===== config.mk =====
export PLATFORM = sky130hd
export DESIGN_NAME = data_mem_scan_loader
export DESIGN_NICKNAME = d
export VERILOG_FILES = /design/src/rtl/data_mem_scan_loader.sv
export SDC_FILE = /design/constraint.sdc
export NUM_CORES = 2
export LEC_CHECK = 0
export ABC_AREA = 1
export BUFFER_PORTS_ARGS = -buffer_cell sky130_fd_sc_hd__clkbuf_2
export CELL_PAD_IN_SITES_DETAIL_PLACEMENT = 0
export CELL_PAD_IN_SITES_GLOBAL_PLACEMENT = 2
export CORE_MARGIN = 5
export CORE_UTILIZATION = 37
export DETAILED_ROUTE_END_ITERATION = 10
export GPL_ROUTABILITY_DRIVEN = 0
export PLACE_DENSITY = 0.94
export SETUP_SLACK_MARGIN = 0.02
export SLEW_MARGIN = 20
export SYNTH_ARGS = -nofsm -noshare
export SYNTH_HDL_FRONTEND = slang
export SYNTH_SLANG_ARGS = --single-unit
export TNS_END_PERCENT = 1

===== constraint.sdc =====
create_clock -name clk -period 73.2 [get_ports clk]
set_input_delay 14.64 -clock clk [delete_from_list [all_inputs] [get_ports clk]]
set_output_delay 14.64 -clock clk [all_outputs]
set_load 0.05 [all_outputs]

===== src/rtl/data_mem_scan_loader.sv =====
// Assembles BEAT_W-wide stream beats into 512-bit lines, writes them to the data
// memory over the scan path, then launches the compute loop and waits for it.
module data_mem_scan_loader #(
    parameter int BEAT_W = 64,
    parameter int BEATS  = 8
) (
    input  logic                      clk,
    input  logic                      reset,
    input  logic                      start_i,
    input  logic [7:0]                line_cnt_i,
    input  logic [3:0]                input_id_i,
    input  logic [7:0]                block_width_i,
    input  logic [7:0]                block_height_i,
    input  logic                      size_type_i,
    input  logic [BEAT_W-1:0]         beat_i,
    input  logic                      beat_valid_i,
    output logic                      beat_ready_o,
    output logic [BEAT_W*BEATS-1:0]   scan_in_o,
    output logic                      scan_mode_o,
    output logic [7:0]                scan_addr_o,
    output logic                      input_prepare_o,
    output logic [3:0]                input_id_o,
    output logic [7:0]                block_width_o,
    output logic [7:0]                block_height_o,
    output logic                      size_type_o,
    input  logic                      loop_finished_i,
    output logic                      busy_o,
    output logic                      done_o
);

    localparam int LINE_W = BEAT_W * BEATS;
    localparam int BIDX_W = (BEATS > 1) ? $clog2(BEATS) : 1;
    localparam logic [BIDX_W-1:0] LAST_BEAT = BIDX_W'(BEATS - 1);

    localparam logic [2:0] S_IDLE   = 3'd0;
    localparam logic [2:0] S_FILL   = 3'd1;
    localparam logic [2:0] S_WRITE  = 3'd2;
    localparam logic [2:0] S_LAUNCH = 3'd3;
    localparam logic [2:0] S_WAIT   = 3'd4;
    localparam logic [2:0] S_DONE   = 3'd5;

    logic [2:0]        state_q, state_d;
    logic [7:0]        line_idx_q, line_idx_d;
    logic [7:0]        line_cnt_q, line_cnt_d;
    logic [BIDX_W-1:0] beat_idx_q, beat_idx_d;
    logic [LINE_W-1:0] line_buf_q, line_buf_d;
    logic [LINE_W-1:0] scan_in_q, scan_in_d;
    logic [7:0]        scan_addr_q, scan_addr_d;
    logic [3:0]        input_id_q, input_id_d;
    logic [7:0]        block_width_q, block_width_d;
    logic [7:0]        block_height_q, block_height_d;
    logic              size_type_q, size_type_d;

    always_comb begin
        state_d        = state_q;
        line_idx_d     = line_idx_q;
        line_cnt_d     = line_cnt_q;
        beat_idx_d     = beat_idx_q;
        line_buf_d     = line_buf_q;
        scan_in_d      = scan_in_q;
        scan_addr_d    = scan_addr_q;
        input_id_d     = input_id_q;
        block_width_d  = block_width_q;
        block_height_d = block_height_q;
        size_type_d    = size_type_q;

        case (state_q)
            S_IDLE: begin
                if (start_i) begin
                    input_id_d     = input_id_i;
                    block_width_d  = block_width_i;
                    block_height_d = block_height_i;
                    size_type_d    = size_type_i;
                    line_cnt_d     = line_cnt_i;
                    line_idx_d     = 8'd0;
                    beat_idx_d     = '0;
                    state_d        = S_FILL;
                end
            end
            S_FILL: begin
                if (beat_valid_i) begin
                    line_buf_d[beat_idx_q*BEAT_W +: BEAT_W] = beat_i;
                    // The output register takes the completed line so it holds until the next write.
                    if (beat_idx_q == LAST_BEAT) begin
                        scan_in_d   = line_buf_d;
                        scan_addr_d = line_idx_q;
                        state_d     = S_WRITE;
                    end else begin
                        beat_idx_d = beat_idx_q + BIDX_W'(1);
                    end
                end
            end
            S_WRITE: begin
                if (line_idx_q == line_cnt_q) begin
                    state_d = S_LAUNCH;
                end else begin
                    line_idx_d = line_idx_q + 8'd1;
                    beat_idx_d = '0;
                    state_d    = S_FILL;
                end
            end
            S_LAUNCH: state_d = S_WAIT;
            S_WAIT:   if (loop_finished_i) state_d = S_DONE;
            S_DONE:   state_d = S_IDLE;
            default:  state_d = S_IDLE;
        endcase
    end

    always_ff @(posedge clk or posedge reset) begin
        if (reset) begin
            state_q        <= S_IDLE;
            line_idx_q     <= 8'd0;
            line_cnt_q     <= 8'd0;
            beat_idx_q     <= '0;
            line_buf_q     <= '0;
            scan_in_q      <= '0;
            scan_addr_q    <= 8'd0;
            input_id_q     <= 4'd0;
            block_width_q  <= 8'd0;
            block_height_q <= 8'd0;
            size_type_q    <= 1'b0;
        end else begin
            state_q        <= state_d;
            line_idx_q     <= line_idx_d;
            line_cnt_q     <= line_cnt_d;
            beat_idx_q     <= beat_idx_d;
            line_buf_q     <= line_buf_d;
            scan_in_q      <= scan_in_d;
            scan_addr_q    <= scan_addr_d;
            input_id_q     <= input_id_d;
            block_width_q  <= block_width_d;
            block_height_q <= block_height_d;
            size_type_q    <= size_type_d;
        end
    end

    // All strobes decode the registered state, so beat_ready_o has no path from beat_valid_i.
    assign beat_ready_o    = (state_q == S_FILL);
    assign scan_mode_o     = (state_q == S_WRITE);
    assign input_prepare_o = (state_q == S_LAUNCH);
    assign done_o          = (state_q == S_DONE);
    assign busy_o          = (state_q != S_IDLE);
    assign scan_in_o       = scan_in_q;
    assign scan_addr_o     = scan_addr_q;
    assign input_id_o      = input_id_q;
    assign block_width_o   = block_width_q;
    assign block_height_o  = block_height_q;
    assign size_type_o     = size_type_q;

endmodule

==> run_summary.xml <==
<?xml version="1.0" encoding="UTF-8"?>
<metrics>
  <group name="yosys">
    <metric name="synth.ff_latch_count" unit="">1075</metric>
    <metric name="synth_simple_gate_area_share" unit="%">25.2</metric>
    <metric name="synth_largest_type_area_fraction" unit="%">56.9</metric>
    <metric name="synth_ff_type" unit="">sky130_fd_sc_hd__dfrtp_1</metric>
    <metric name="synth_enable_flop_cells" unit="">0</metric>
    <metric name="synth-seq-area-share" unit="%">56.9</metric>
    <metric name="post_synth_instance_area" unit="mm²">0.0473</metric>
    <metric name="yosysWarningCount" unit="">0</metric>
    <metric name="synth_fa_ha_area_share" unit="%">0.212</metric>
    <metric name="synth_area_leaders" unit="">sky130_fd_sc_hd__dfrtp_1 57%, sky130_fd_sc_hd__nand2_1 20%, sky130_fd_sc_hd__o21ai_0 7.3%</metric>
    <metric name="synth_top_family_by_area" unit="">simple AND/OR/NAND/NOR gates</metric>
    <metric name="async_flop_share" unit="%">100</metric>
    <metric name="post_synth_num_cell_types" unit="">26</metric>
    <metric name="netlist_instances" unit="">5837</metric>
    <metric name="synth_compound_area_share" unit="%">10.3</metric>
    <metric name="syn_area_per_cell" unit="µm²">8.10</metric>
    <metric name="syn_nets" unit="">5943</metric>
    <metric name="netlist.top_cell.by_area" unit="">sky130_fd_sc_hd__dfrtp_1</metric>
    <metric name="xor_xnor_fraction_of_synth_area" unit="%">0.130</metric>
    <metric name="mux_share_of_post_synthesis_cell_area" unit="%">0.619</metric>
  </group>
  <group name="power_and_ir_drop">
    <metric name="p_leak" unit="nW">28.5</metric>
    <metric name="relative_contribution_of_combinational_cells_to_total_power" unit="%">23.5</metric>
    <metric name="power.switching" unit="mW">0.605</metric>
    <metric name="total_power_divided_by_cell_area" unit="mW/mm²">31.4</metric>
    <metric name="switching_share" unit="%">34.9</metric>
    <metric name="power" unit="mW">1.74</metric>
    <metric name="clkPwrFrac" unit="%">36.0</metric>
    <metric name="seqPwrFrac" unit="%">40.5</metric>
    <metric name="vdd.ir_drop.worst" unit="mV">0.0291</metric>
    <metric name="cell_internal_pwr" unit="mW">1.13</metric>
  </group>
  <group name="clocking">
    <metric name="worstSkewPairLatency" unit="ps">760</metric>
    <metric name="cts-root-buf" unit="">sky130_fd_sc_hd__clkbuf_16</metric>
    <metric name="postCtsSetupRepairBufs" unit="">0</metric>
    <metric name="cts_resized" unit="">0</metric>
    <metric name="max-clock-path-buffers" unit="">3</metric>
    <metric name="holdBufCountCts" unit="">0</metric>
    <metric name="cts.htree.levels" unit="">3</metric>
    <metric name="cts_tree" unit="">built</metric>
    <metric name="clk_transition_reported_paths" unit="ps">60</metric>
    <metric name="numCtsBuffers" unit="">119</metric>
    <metric name="cts.sinks" unit="">1075</metric>
  </group>
  <group name="layout">
    <metric name="area.growth.synth_to_final" unit="%">17.0</metric>
    <metric name="post-route-cell-area" unit="mm²">0.0553</metric>
    <metric name="filler_cell_count" unit="">12737</metric>
    <metric name="final_cells" unit="">8023</metric>
    <metric name="final_layout_size_suffix_gt1_share" unit="%">14.8</metric>
    <metric name="final_util" unit="%">43.4</metric>
    <metric name="net_count_final" unit="">6362</metric>
  </group>
  <group name="detailed_routing">
    <metric name="drt_wl_total" unit="µm">168000</metric>
    <metric name="drtAntennaViolNets" unit="">0</metric>
    <metric name="drt-pass1-iter-count" unit="">8</metric>
    <metric name="drt_iter0_drc" unit="">3943</metric>
    <metric name="number_of_vias_in_the_routed_layout" unit="">40463</metric>
    <metric name="remaining_drc_errors" unit="">0</metric>
    <metric name="detail_route.wl_per_cell" unit="µm">21.0</metric>
    <metric name="route.detailed.vias_per_inst" unit="">5.04</metric>
  </group>
  <group name="global_route">
    <metric name="grt_first_pass_wirelength" unit="µm">252000</metric>
    <metric name="antenna_found_initial" unit="">13</metric>
    <metric name="grt_max_degree" unit="">228</metric>
    <metric name="track_usage" unit="%">24.4</metric>
    <metric name="grt_pass1_vias" unit="">38078</metric>
    <metric name="global_route.overflow_total" unit="">0</metric>
  </group>
  <group name="floorplan">
    <metric name="io_pins" unit="">644</metric>
    <metric name="core_region_area" unit="mm²">0.127</metric>
    <metric name="floorplan.die.height" unit="µm">368</metric>
    <metric name="std_cell_rows" unit="">131</metric>
    <metric name="floorplan.initialDensity" unit="%">37.1</metric>
    <metric name="floorplan.die.width" unit="µm">368</metric>
    <metric name="fp.dieArea" unit="mm²">0.135</metric>
  </group>
  <group name="critical_path">
    <metric name="critPathSlowestCell" unit="">sky130_fd_sc_hd__buf_4</metric>
    <metric name="worst_setup_path_endpoint" unit="">line_buf_q[373]</metric>
    <metric name="arrival" unit="ps">20800</metric>
    <metric name="critical_path_startpoint" unit="">reset</metric>
    <metric name="series_of_cell_instances_along_the_critical_path" unit="">clkbuf_2, inv_8, buf_4, buf_4, buf_4, buf_4, buf_4, buf_4</metric>
    <metric name="worst-r2r-setup-slack" unit="ps">67710</metric>
    <metric name="timing.rr.end" unit="">scan_addr_o[6]</metric>
    <metric name="critical_path_buf_inv_count" unit="">8</metric>
    <metric name="cp_top_family" unit="">buffers and inverters</metric>
    <metric name="critical_path_class" unit="">in -&gt; async</metric>
    <metric name="r2r.worst_path.cells" unit="">10</metric>
    <metric name="delay_of_the_slowest_cell_on_the_worst_path" unit="ps">890</metric>
    <metric name="worst-endpoint-required" unit="ps">73940</metric>
    <metric name="crit_path_max_fanout" unit="">131</metric>
    <metric name="r2r-start" unit="">beat_idx_q[0]</metric>
    <metric name="timing.critical_path.to_type" unit="">async pin</metric>
    <metric name="path_depth" unit="">8</metric>
    <metric name="worstSetupStartpointType" unit="">primary input</metric>
    <metric name="cell_seen_most_often_among_critical_path_stages" unit="">sky130_fd_sc_hd__buf_4</metric>
  </group>
  <group name="timing">
    <metric name="worstMarginPinSlew" unit="ps">1160</metric>
    <metric name="fin_tns_setup" unit="ps">0</metric>
    <metric name="finalWorstPathRequiredPeriod" unit="ps">20060</metric>
    <metric name="final-hold-violation-count" unit="">0</metric>
    <metric name="final_max_slew_viol_count" unit="">0</metric>
    <metric name="finalSetupViolCount" unit="">0</metric>
    <metric name="rsz0062_at_grt" unit="">no</metric>
    <metric name="finClkSkew" unit="ps">39.5</metric>
    <metric name="final_min_period_over_clock_period" unit="%">27.4</metric>
    <metric name="slew-limit-headroom" unit="%">22.4</metric>
    <metric name="max_freq" unit="MHz">49.8</metric>
  </group>
  <group name="place">
    <metric name="place_hpwl" unit="µm">110000</metric>
    <metric name="number_of_cells_in_the_design_after_placement" unit="">7795</metric>
    <metric name="place.port_buffers" unit="">643</metric>
    <metric name="place_area" unit="mm²">0.0512</metric>
  </group>
  <group name="flow_run">
    <metric name="drv_cap" unit="">0</metric>
  </group>
  <group name="min_path">
    <metric name="hold_path_class" unit="">reg -&gt; reg</metric>
    <metric name="timing.hold.worst.start" unit="">scan_in_o[339]</metric>
  </group>
  <group name="status">
    <metric name="status" unit="">complete, no violations</metric>
  </group>
</metrics>
-- kinds of logic after synthesis --
kind of cell,after synthesis
xor gates and xnor gates,7
buffers and inverters,724
AOI/OAI and AO/OA,967
muxes,26
adders and majority gates,8
and+or+nand+nor,3030
DFF,1075
-- layout make-up --
cell class | instances | area [µm²] | area share, %
Clock buffer | 177 | 3520 | 6.36
Clock inverter | 44 | 556 | 1.00
Sequential cell | 1075 | 26900 | 48.6
Inverter | 333 | 1280 | 2.31
Timing Repair Buffer | 689 | 3650 | 6.60
Tap cell | 1662 | 2080 | 3.76
Multi-Input combinational cell | 4038 | 17300 | 31.3
Antenna cell | 5 | 12.5 | 0.0226
-- layer usage --
layer | vias to the layer above | GRT usage [%] | part of all wire, %
met5 | - | 0 | 0
met4 | 0 | 8.34 | 3.4
met3 | 207 | 5.41 | 7.4
met2 | 1272 | 38.7 | 46
met1 | 19683 | 33.3 | 43
li1 | 19301 | - | -
-- cells in the mapped netlist, types with 4 or more instances --
library cell / instances
sky130_fd_sc_hd__clkbuf_1: 143
sky130_fd_sc_hd__mux2_2: 26
sky130_fd_sc_hd__xnor2_1: 6
sky130_fd_sc_hd__nand2_1: 2509
sky130_fd_sc_hd__dfrtp_1: 1075
sky130_fd_sc_hd__inv_1: 323
sky130_fd_sc_hd__buf_2: 199
sky130_fd_sc_hd__nor3_1: 5
sky130_fd_sc_hd__a21oi_1: 6
sky130_fd_sc_hd__buf_6: 23
sky130_fd_sc_hd__a31oi_1: 4
sky130_fd_sc_hd__o21a_1: 4
sky130_fd_sc_hd__o21ai_1: 266
sky130_fd_sc_hd__nor2_1: 128
sky130_fd_sc_hd__ha_1: 8
sky130_fd_sc_hd__inv_2: 7
sky130_fd_sc_hd__nand3_1: 380
sky130_fd_sc_hd__o21ai_0: 687
sky130_fd_sc_hd__buf_4: 12
sky130_fd_sc_hd__buf_1: 14
-- power by group through the flow --
stage / Combinational [mW] / Sequential (mW) / Clock (mW)
floorplan: 0.281 / 0.728 / 0
global placement: 0.402 / 0.711 / 0
detailed placement: 0.409 / 0.713 / 0
CTS: 0.411 / 0.703 / 0.638
global route: 0.460 / 0.712 / 0.662
finish: 0.408 / 0.704 / 0.624
-- registers in the layout, indices dropped and copies added (netlist names) --
signal,flops
line_buf_q,512
scan_in_o,512
block_height_o,8
block_width_o,8
line_cnt_q,8
line_idx_q,8
scan_addr_o,8
input_id_o,4
beat_idx_q,3
state_q,3
size_type_o,1
-- worst min-delay path by stage --
| stage | end | slack [ps] | cells after the start |
|---|---|---|---|
| after floorplan | line_buf_q[106] | 450 | 2 |
| after global placement | line_buf_q[338] | 460 | 2 |
| after detailed placement | scan_in_o[46] | 460 | 2 |
| after CTS | scan_in_o[79] | 480 | 2 |
| after global routing | scan_in_o[79] | 490 | 2 |
| final | scan_in_o[339] | 480 | 2 |
-- placed cells by master (no fill, tap or decap), drive strengths merged --
cell / netlist / layout
nor3: 5 / 5
o21a: 4 / 4
nor3b: 1 / 1
bufinv: 0 / 9
o21ai: 953 / 953
nand3: 381 / 381
ha: 8 / 8
inv: 330 / 335
xor2: 1 / 1
a21oi: 6 / 6
xnor2: 6 / 6
diode: 0 / 5
nor2: 131 / 131
a31oi: 4 / 4
buf: 248 / 46
mux2: 26 / 26
dfrtp: 1075 / 1075
clkinv: 3 / 32
clkinvlp: 0 / 1
clkbuf: 143 / 820
nand2: 2512 / 2512
-- metrics by stage --
step           worst slack [ps]  hold slack [ps]
2_1_floorplan             28300              448
3_5_place_dp              52010              464
3_3_place_gp              52070              461
5_1_grt                   52040              488
6_report                  53140              476
4_1_cts                   52860              480
-- worst register-to-register path: stages (launching register included) --
cell	delay [ps]
sky130_fd_sc_hd__dfrtp_4	750
sky130_fd_sc_hd__ha_1	440
sky130_fd_sc_hd__ha_1	220
sky130_fd_sc_hd__inv_2	40
sky130_fd_sc_hd__buf_4	610
sky130_fd_sc_hd__nor2_4	500
sky130_fd_sc_hd__inv_8	580
sky130_fd_sc_hd__buf_4	1030
sky130_fd_sc_hd__buf_4	950
sky130_fd_sc_hd__nand2_1	180
sky130_fd_sc_hd__o21ai_1	120
(Power assumes the default switching activity.)
